[src/rtl/byte_demux_1_to_4.sv]
// byte_demux_1_to_4
// Registered 1-to-4 byte demultiplexer. One incoming byte is steered by
// {s1,s0} into one of four single-entry lane holding registers. Each lane
// hands its byte to a downstream consumer under a valid/ack handshake. A lane
// never overwrites a byte that has not been consumed. Instead, back-pressure
// reaches the producer through i_ready.
module byte_demux_1_to_4 (
    input  logic       clk,
    input  logic       rst_n,
    input  logic [7:0] i,
    input  logic       s0,
    input  logic       s1,
    input  logic       i_valid,
    output logic       i_ready,
    output logic [7:0] o0,
    output logic [7:0] o1,
    output logic [7:0] o2,
    output logic [7:0] o3,
    output logic       v0,
    output logic       v1,
    output logic       v2,
    output logic       v3,
    input  logic       a0,
    input  logic       a1,
    input  logic       a2,
    input  logic       a3,
    output logic [2:0] full_cnt
);

    localparam int DATA_W = 8;
    localparam int LANES  = 4;

    // Lane state: one holding register and one full flag per lane.
    logic [DATA_W-1:0] lane_data_p0 [LANES];
    logic [LANES-1:0]  lane_vld_p0;
    logic [2:0]        full_cnt_p0;

    logic [1:0]        sel;
    logic [LANES-1:0]  ack_vec;
    logic [LANES-1:0]  consume_vec;
    logic [LANES-1:0]  wr_vec;
    logic [LANES-1:0]  vld_nxt;
    logic              acc;
    logic              fill_empty;
    logic [2:0]        drain_cnt;
    logic [2:0]        cnt_nxt;

    // Count the set bits of a 4-bit lane mask. The result is 0..4.
    function automatic logic [2:0] popcount4(input logic [LANES-1:0] x);
        logic [2:0] sum;
        sum = 3'd0;
        for (int k = 0; k < LANES; k++) begin
            sum = sum + {2'b00, x[k]};
        end
        return sum;
    endfunction

    // Handshake decode. i_ready depends only on the selected lane's state and
    // ack, and never on i or i_valid, so no combinational loop can form
    // through the producer.
    always_comb begin
        sel         = {s1, s0};
        ack_vec     = {a3, a2, a1, a0};
        i_ready     = ~lane_vld_p0[sel] | ack_vec[sel];
        acc         = i_valid & i_ready;
        wr_vec      = '0;
        if (acc) begin
            wr_vec[sel] = 1'b1;
        end
        // Acks on empty lanes are ignored.
        consume_vec = ack_vec & lane_vld_p0;
        vld_nxt     = (lane_vld_p0 & ~consume_vec) | wr_vec;
        // A lane that is acked and refilled in the same cycle neither adds
        // to nor subtracts from the occupancy count.
        fill_empty  = acc & ~lane_vld_p0[sel];
        drain_cnt   = popcount4(consume_vec & ~wr_vec);
        cnt_nxt     = full_cnt_p0 + {2'b00, fill_empty} - drain_cnt;
    end

    // Lane full flags and occupancy count. Reset discards any pending bytes
    // without requiring an ack.
    always_ff @(posedge clk or negedge rst_n) begin
        if (!rst_n) begin
            lane_vld_p0 <= '0;
            full_cnt_p0 <= 3'd0;
        end else begin
            lane_vld_p0 <= vld_nxt;
            full_cnt_p0 <= cnt_nxt;
        end
    end

    // Lane holding registers. Only the accepted lane is written. A drained
    // lane keeps its last byte.
    always_ff @(posedge clk or negedge rst_n) begin
        if (!rst_n) begin
            for (int n = 0; n < LANES; n++) begin
                lane_data_p0[n] <= '0;
            end
        end else begin
            for (int n = 0; n < LANES; n++) begin
                if (wr_vec[n]) begin
                    lane_data_p0[n] <= i;
                end
            end
        end
    end

    assign o0       = lane_data_p0[0];
    assign o1       = lane_data_p0[1];
    assign o2       = lane_data_p0[2];
    assign o3       = lane_data_p0[3];
    assign v0       = lane_vld_p0[0];
    assign v1       = lane_vld_p0[1];
    assign v2       = lane_vld_p0[2];
    assign v3       = lane_vld_p0[3];
    assign full_cnt = full_cnt_p0;

endmodule

[config.mk]
export PLATFORM = sky130hd
export DESIGN_NAME = byte_demux_1_to_4
export DESIGN_NICKNAME = d
export VERILOG_FILES = /design/src/rtl/byte_demux_1_to_4.sv
export SDC_FILE = /design/constraint.sdc
export NUM_CORES = 1
export LEC_CHECK = 0
export CORE_UTILIZATION = 51
export CTS_BUF_LIST = sky130_fd_sc_hd__clkbuf_4 sky130_fd_sc_hd__clkbuf_8
export DETAILED_ROUTE_END_ITERATION = 16
export PLACE_DENSITY = 0.92
export REMOVE_ABC_BUFFERS = 1
export SYNTH_ARGS = -nofsm -noshare
export SYNTH_HDL_FRONTEND = slang
export SYNTH_SLANG_ARGS = --single-unit
export TNS_END_PERCENT = 30
[constraint.sdc]
create_clock -name clk -period 9.9 [get_ports clk]
set_input_delay 1.98 -clock clk [delete_from_list [all_inputs] [get_ports clk]]
set_output_delay 1.98 -clock clk [all_outputs]
set_load 0.01 [all_outputs]
# After elaboration in Yosys (flattened, before gate mapping)
# Cells that the tools add are included.
# classes
add_sub_neg,5
n_lt_le_gt_ge,2
n_mux,7
bitwise_logic,10
reduce_logical,1
# op_table
op,n
$and A4 B4 Y4,3
$not A4 Y4,2
$add A3 B1 Y3,2
$bmux W1 S2,2
$mux W4,1
$or A4 B4 Y4,1
$add A2 B1 Y3,1
$lt A2 B3 Y1 const B,1
$mux W1,3
$sub A3 B3 Y3,1
$add A1 B1 Y2,1
$and A1 B1 Y1,2
$demux W1 S2,1
$ge A2 B1 Y1 const B,1
$logic_and A1 B1 Y1,1
$not A1 Y1,1
$or A1 B1 Y1,1
# word_totals
register_bits,39
input_bits,17
word_cells,31

# Depth between registers and ports, before layout
# depth
depth_word,12
mapped_depth,12

# Worst setup path after synthesis
# No wires, ideal clock.
# synth_timing
path_kind,input-to-reg
startpoint,in s0
endpoint,"reg full_cnt_p0[2], in the netlist full_cnt[2]"
arrival_ns,4.937
t_required_ns,9.820
path_slack_ns,4.883
stages,11
path_buffers,2
path_cell_list,buf_6 -> mux4_2 -> buf_6 -> a2111oi_4 -> nor2_1 -> fa_1 -> inv_1 -> ha_1 -> fa_1 -> xnor2_1 -> xnor2_1
# synth_between
elab_chain_cells,12
word_cells_on_any_way,21
cone_classes,add/sub (5); order compare (2); mux (7); bitwise (6); reduce/logical (1)
# synth_lines
element,line_no,rtl
start: declaration,11,"input logic s0,"
"parallel branches: the longest is 11 deep, another holds $lt A2 B3 Y1",--,
$sub A3 B3 Y3 *,77,"cnt_nxt = full_cnt_p0 + {2'b00, fill_empty} - drain_cnt;"
via cnt_nxt[2],46,logic [2:0] cnt_nxt;
end signal: assignment,88,full_cnt_p0 <= cnt_nxt;
end: declaration,36,logic [2:0] full_cnt_p0;
# Mark *: on every way through the listed nets, which the timed path passes. The select of a mux whose other input is x is not followed.
# A chain may end at the register's enable or synchronous reset.

# Worst setup path after layout
# layout_timing
startpoint,in s0
endpoint,out i_ready
# layout_between
elab_chain_cells,4
word_cells_on_any_way,6
cone_classes,mux (4); bitwise (2)
# layout_lines
element,line_no,rtl
$bmux W1 S2,64,i_ready = ~lane_vld_p0[sel] | ack_vec[sel];
$mux W1 (implied by the code),64,
$not A1 Y1,64,
$or A1 B1 Y1 *,64,
end: declaration,14,"output logic i_ready,"
# Every way passes the cells marked *; elsewhere a longest branch is shown, timed or not. The select of a mux whose other input is x is not followed.

==> metrics.csv <==
stage;metric;value;unit
synth;Avg Synthesized Cell Area;15.7;µm²
route;antenna-violating nets left;0;
setup_path;critical path arrival;4.04;ns
synth;dominant cells by area after synthesis;dfrtp_1, mux2_2, a2111oi_4, fa_1, inv_1;
route;Iter 0 DRT Violations;28;
synth;Main synth FF type;dfrtp_1;
placement;GP Congestion;0.831;
synth;Post-Syn Instances;112;
synth;Synthesis Warnings;0;
setup_path;reg-to-reg startpoint;lane_vld_p0[3];
route;first-pass detailed-route iteration total;4;
worst_hold_path;Worst Hold Class;register to register;
synth;Synth Cell Area;0.00176;mm²
die;placeable core area;0.00315;mm²
clock_network;CTS H-tree lvls;2;
global_routing;first-pass GRT wire length;5700;µm
synth;Post-synth EDFFs;0;
layout;fillers;226;
synth;FFs w/ async S/R, synth;1.00;
clock_network;sinks on the clock net;39;
placement;Post-Place Setup Slack;3.86;ns
synth;post-synthesis sequential area ratio;0.555;
clock_network;post_cts resized;0;
placement;post-DP HPWL;2650;µm
die;num rows;20;
global_routing;gr usage total;0.226;
outcome;status;completed;
clock_network;CTS clk-pin slew, worst paths;0.10;ns
layout;area delta synth->final;36.7;%
route;final wirelength;3580;µm
route;vias post-DR;1117;
global_routing;antenna violations before repair;0;
sta;Setup violations, final;0;
sta;period utilisation layout;0.608;
sta;final hold violations;0;
setup_path;worst-path fanout max;6;
setup_path;crit path kind;input pin to output pin;
sta;RSZ-0062 raised after global routing;no;
placement;I/O Buffers;56;
layout;diode count;0;
clock_network;Post-CTS Hold Buffers;0;
pwr;pwr/cell area;203;mW/mm²
synth;Distinct cells, synth;17;
route;vias per inst;5.12;
setup_path;Worst setup SP type;input pin;
route;Post-route DRC;0;
clock_network;clk buf depth;2;
pwr;Pleak;0.00103;µW
sta;Max-slew headroom;0.437;
layout;Final Net Count;195;
setup_path;crit path launch;s0;
layout;commonest non-fill, non-tap cell in the layout;clkdlybuf4s50_1;
setup_path;WP data required;7.92;ns
clock_network;CTS root buf;clkbuf_4;
die;die height;60.7;µm
worst_hold_path;HP Start;o3[7];
sta;Least-Margin Pin Slew;0.845;ns
job;Max Cap Viol;0;
clock_network;postcts setup bufs;0;
layout;end-of-flow core utilization;0.762;
sta;fmax;166;MHz
sta;TNS Setup;0;ns
die;die width;60.7;µm
synth;flop and latch count out of synthesis;39;
die;io pins;57;
synth;Yosys top cell area share;0.555;
setup_path;Critical Path End Type;output pin;
clock_network;CTS tree;built;
sta;clk_skew;0.00358;ns
global_routing;GRT Residual Overflow;0;
die;Die ar.;0.00369;mm²
layout;commonest non-fill, non-tap cells in the layout;clkdlybuf4s50_1, dfrtp_1, mux2_2;
route;wire length per cell;16.4;µm
die;initial core utilization;0.558;
global_routing;largest net degree at the start of global routing;40;
layout;layout cell share with drive strength beyond 1;0.276;
sta;final setup margin;3.88;ns
sta;max-slew violations;0;
synth;post-synth top area cell;dfrtp_1;
sta;min Tclk post-route;6.02;ns
clock_network;clock latency on the worst-skew pair;0.34;ns
pwr;VDD IR max;0.165;mV
global_routing;vias in the first global route;1193;
clock_network;TritonCTS buffer count;5;
==> where the power goes <==
part | total (µW) | internal (µW) | switching, µW
logic | 186 | 113 | 73.2
registers | 219 | 197 | 22.2
clock network | 81.6 | 33.2 | 48.5
==> critical path, cell delays in order <==
cell	delay, ns
clkdlybuf4s50_1	0.72
mux4_2	0.70
nand2_1	0.11
clkdlybuf4s50_1	0.53
==> through the flow <==
step	instance area [µm²]	hold WS, ns	total power, µW	std cells
global placement	2350	0.490	401	210
detailed placement	2350	0.495	410	210
floorplan	1740	0.551	306	110
CTS	2400	0.522	493	218
finish	2400	0.519	487	218
global route	2400	0.536	518	218
==> flip-flops by register name (all words and copies together) (netlist names) <==
name         count
full_cnt         3
o2               8
lane_vld_p0      4
o0               8
o3               8
o1               8
==> kinds of logic (layout without fill, tap and decap cells) <==
group           count (synthesis)  in the layout  share of synthesized area
compound gates                  8              8                     0.0804
xor+xnor                        3              3                     0.0149
fa+ha+maj                       5              5                     0.0484
buf+inv                        14             76                     0.0384
flops                          39             39                      0.555
mux                            36             36                      0.240
simple gates                    7              7                     0.0228
==> layer usage <==
layer | routed length [µm] | global-route usage
met5 | 0 | 0
met4 | 29 | 0.0714
met3 | 301 | 0.100
met2 | 1690 | 0.366
met1 | 1560 | 0.273
==> cell type report <==
cell class              count  area [µm²]  area share
inverters                  12        45.0      0.0187
well taps                  44        55.1      0.0229
flip-flops and latches     39         976       0.406
clock inverters             1        5.00     0.00208
clock buffers               7        52.6      0.0219
repair buffers             56         556       0.231
multi-input cells          59         714       0.297
==> final timing paths <==
check	endpoint	cells after the start	slack, ns
setup / recovery	i_ready	4	3.88
hold / removal	o3[7]	1	0.52
setup reg to reg	full_cnt[2]	9	6.31
hold reg to reg	o3[7]	1	0.52
max in group asynchronous	o1[5]	1	7.64
min in group asynchronous	full_cnt[0]	1	1.73
==> synthesized netlist by cell type, types with 2 or more instances <==
| cell type | count |
|---|---|
| a2111oi_4 | 4 |
| a21o_1 | 3 |
| buf_6 | 2 |
| dfrtp_1 | 39 |
| fa_1 | 3 |
| ha_1 | 2 |
| inv_1 | 12 |
| mux2_2 | 31 |
| mux2_4 | 2 |
| mux2i_1 | 2 |
| nand2_1 | 2 |
| nand3b_1 | 3 |
| xnor2_1 | 3 |
No activity file was read; power rests on OpenSTA's default activity.
==> RTL edit (same settings) <==
Put one more register stage on the output `full_cnt`, with the module's reset. The value now appears one clock later. The other outputs are not delayed to match.
--- a/src/rtl/byte_demux_1_to_4.sv
+++ b/src/rtl/byte_demux_1_to_4.sv
@@ -115,3 +115,9 @@
     assign v3       = lane_vld_p0[3];
-    assign full_cnt = full_cnt_p0;
+    always_ff @(posedge clk or negedge rst_n) begin
+        if (!rst_n) begin
+            full_cnt <= '0;
+        end else begin
+            full_cnt <= full_cnt_p0;
+        end
+    end
 
Check against the original RTL: not equivalent (Yosys sat finds a counterexample within 4 cycles, from zero or initial values and one cycle with rst_n low).
==> RTL edit against the unedited design <==
- wire length grew 1.5%
- area after synthesis rose by 4.3%
- setup slack got worse by 8.9 ps
- sequential cell count rose by 3
- count of clock-buffer cells in the layout down 1
- cell area is 4.3% higher
- total power is 11% higher
- global-route usage down 2.1 points
- final cell count rose by 2.3%
- critical endpoint unchanged
==> RTL edit: results (changes against the unedited design) <==
[worst_setup_path]
rr_endpoint=full_cnt_p0[2]
arrival_ps=4050  ; about the same
rrSetupSlack_ps=6190  ; -120 ps

[sta]
layout_setup_ws_ps=3867  ; -8.910 ps
finClkSkew_ps=9.147  ; +5.570 ps
holdWs_ps=384.8  ; -133.8 ps

[grt]
grt_usage_pct=20.42  ; -2.1 points
grt_start_max_net_pins=43  ; +7.5%
grt_pass1_wl_mm=5.499  ; -3.5%
grt_pass1_vias=1118  ; -6.3%

[synthesis]
synthTopCellsByCount=dfrtp_1, mux2_2, inv_1, a2111oi_4
synth_area_leaders=dfrtp_1, mux2_2, a2111oi_4
synth_fa_ha_area_share_pct=4.642  ; -0.20 points
ys_seq_area_share_pct=57.34  ; +1.8 points
synth_compound_area_share_pct=7.713  ; -0.33 points
synthMuxAreaShare_pct=23.00  ; -0.98 points
ys_dominant_reg_cell=dfrtp_1
synth-xor-area-share_pct=1.433  ; -0.061 points

[power]
p_comb_mw=0.192  ; +3%
p_int_mw=0.3866  ; +13%
p_leak_nw=1.071  ; +4.0%
powerClk_mw=0.107  ; +31%
irDropWorstVdd_uv=142.2  ; -14%
p_switching_mw=0.1523  ; +5.9%

[place]
place_area_mm2=0.002424  ; +3.3%
place.gp.congestion=0.8154  ; -1.9%
dp_hpwl_mm=2.651  ; about the same
dp_slack_ps=3846  ; -10.21 ps

[layout]
nets=198  ; +1.5%
layout-drive-gt1-share_pct=27.12  ; -0.47 points

[worst_hold_path]
hold_depth=0  ; -1
holdCritStartpoint=full_cnt_p0[0]
whs_endpoint=full_cnt[0]

[drt]
drt_iter0_drc=53  ; +89%
wl_mm=3.633  ; +1.5%
routed_via_density=5.103  ; -0.40%

[clock_tree]
clk_pin_slew_worst_paths_ps=110

[run_status]
status=finished clean

## RTL edit: critical path: stages
cell and delay [ps]:
clkdlybuf4s50_1 740, mux4_2 700, nand2_1 100, clkdlybuf4s50_1 530
## RTL edit: how the worst max path moves through the flow
stage | depth (start not counted) | end | startpoint
floorplan | 9 | full_cnt_p0[2] | s0
global placement | 4 | i_ready | s0
detailed placement | 10 | full_cnt_p0[2] | s0
CTS | 4 | i_ready | s0
global route | 4 | i_ready | s0
finish | 4 | i_ready | s0
## RTL edit: final cells by class
cell class,count,area [um^2]
clock buffers,6,45.04
clock inverters,2,37.54
fillers,203,883.3
inverters,12,45.04
multi-input cells,59,714.4
flip-flops and latches,42,1051
well taps,46,57.56
repair buffers,56,555.5
## RTL edit: layer usage
metal	track usage [%]	routed length (um)	share of wire, %
met1	28.61	1600	44
met2	32.37	1836	51
met5	0	0	0
met3	2.899	140	3.9
met4	7.937	55	1.5
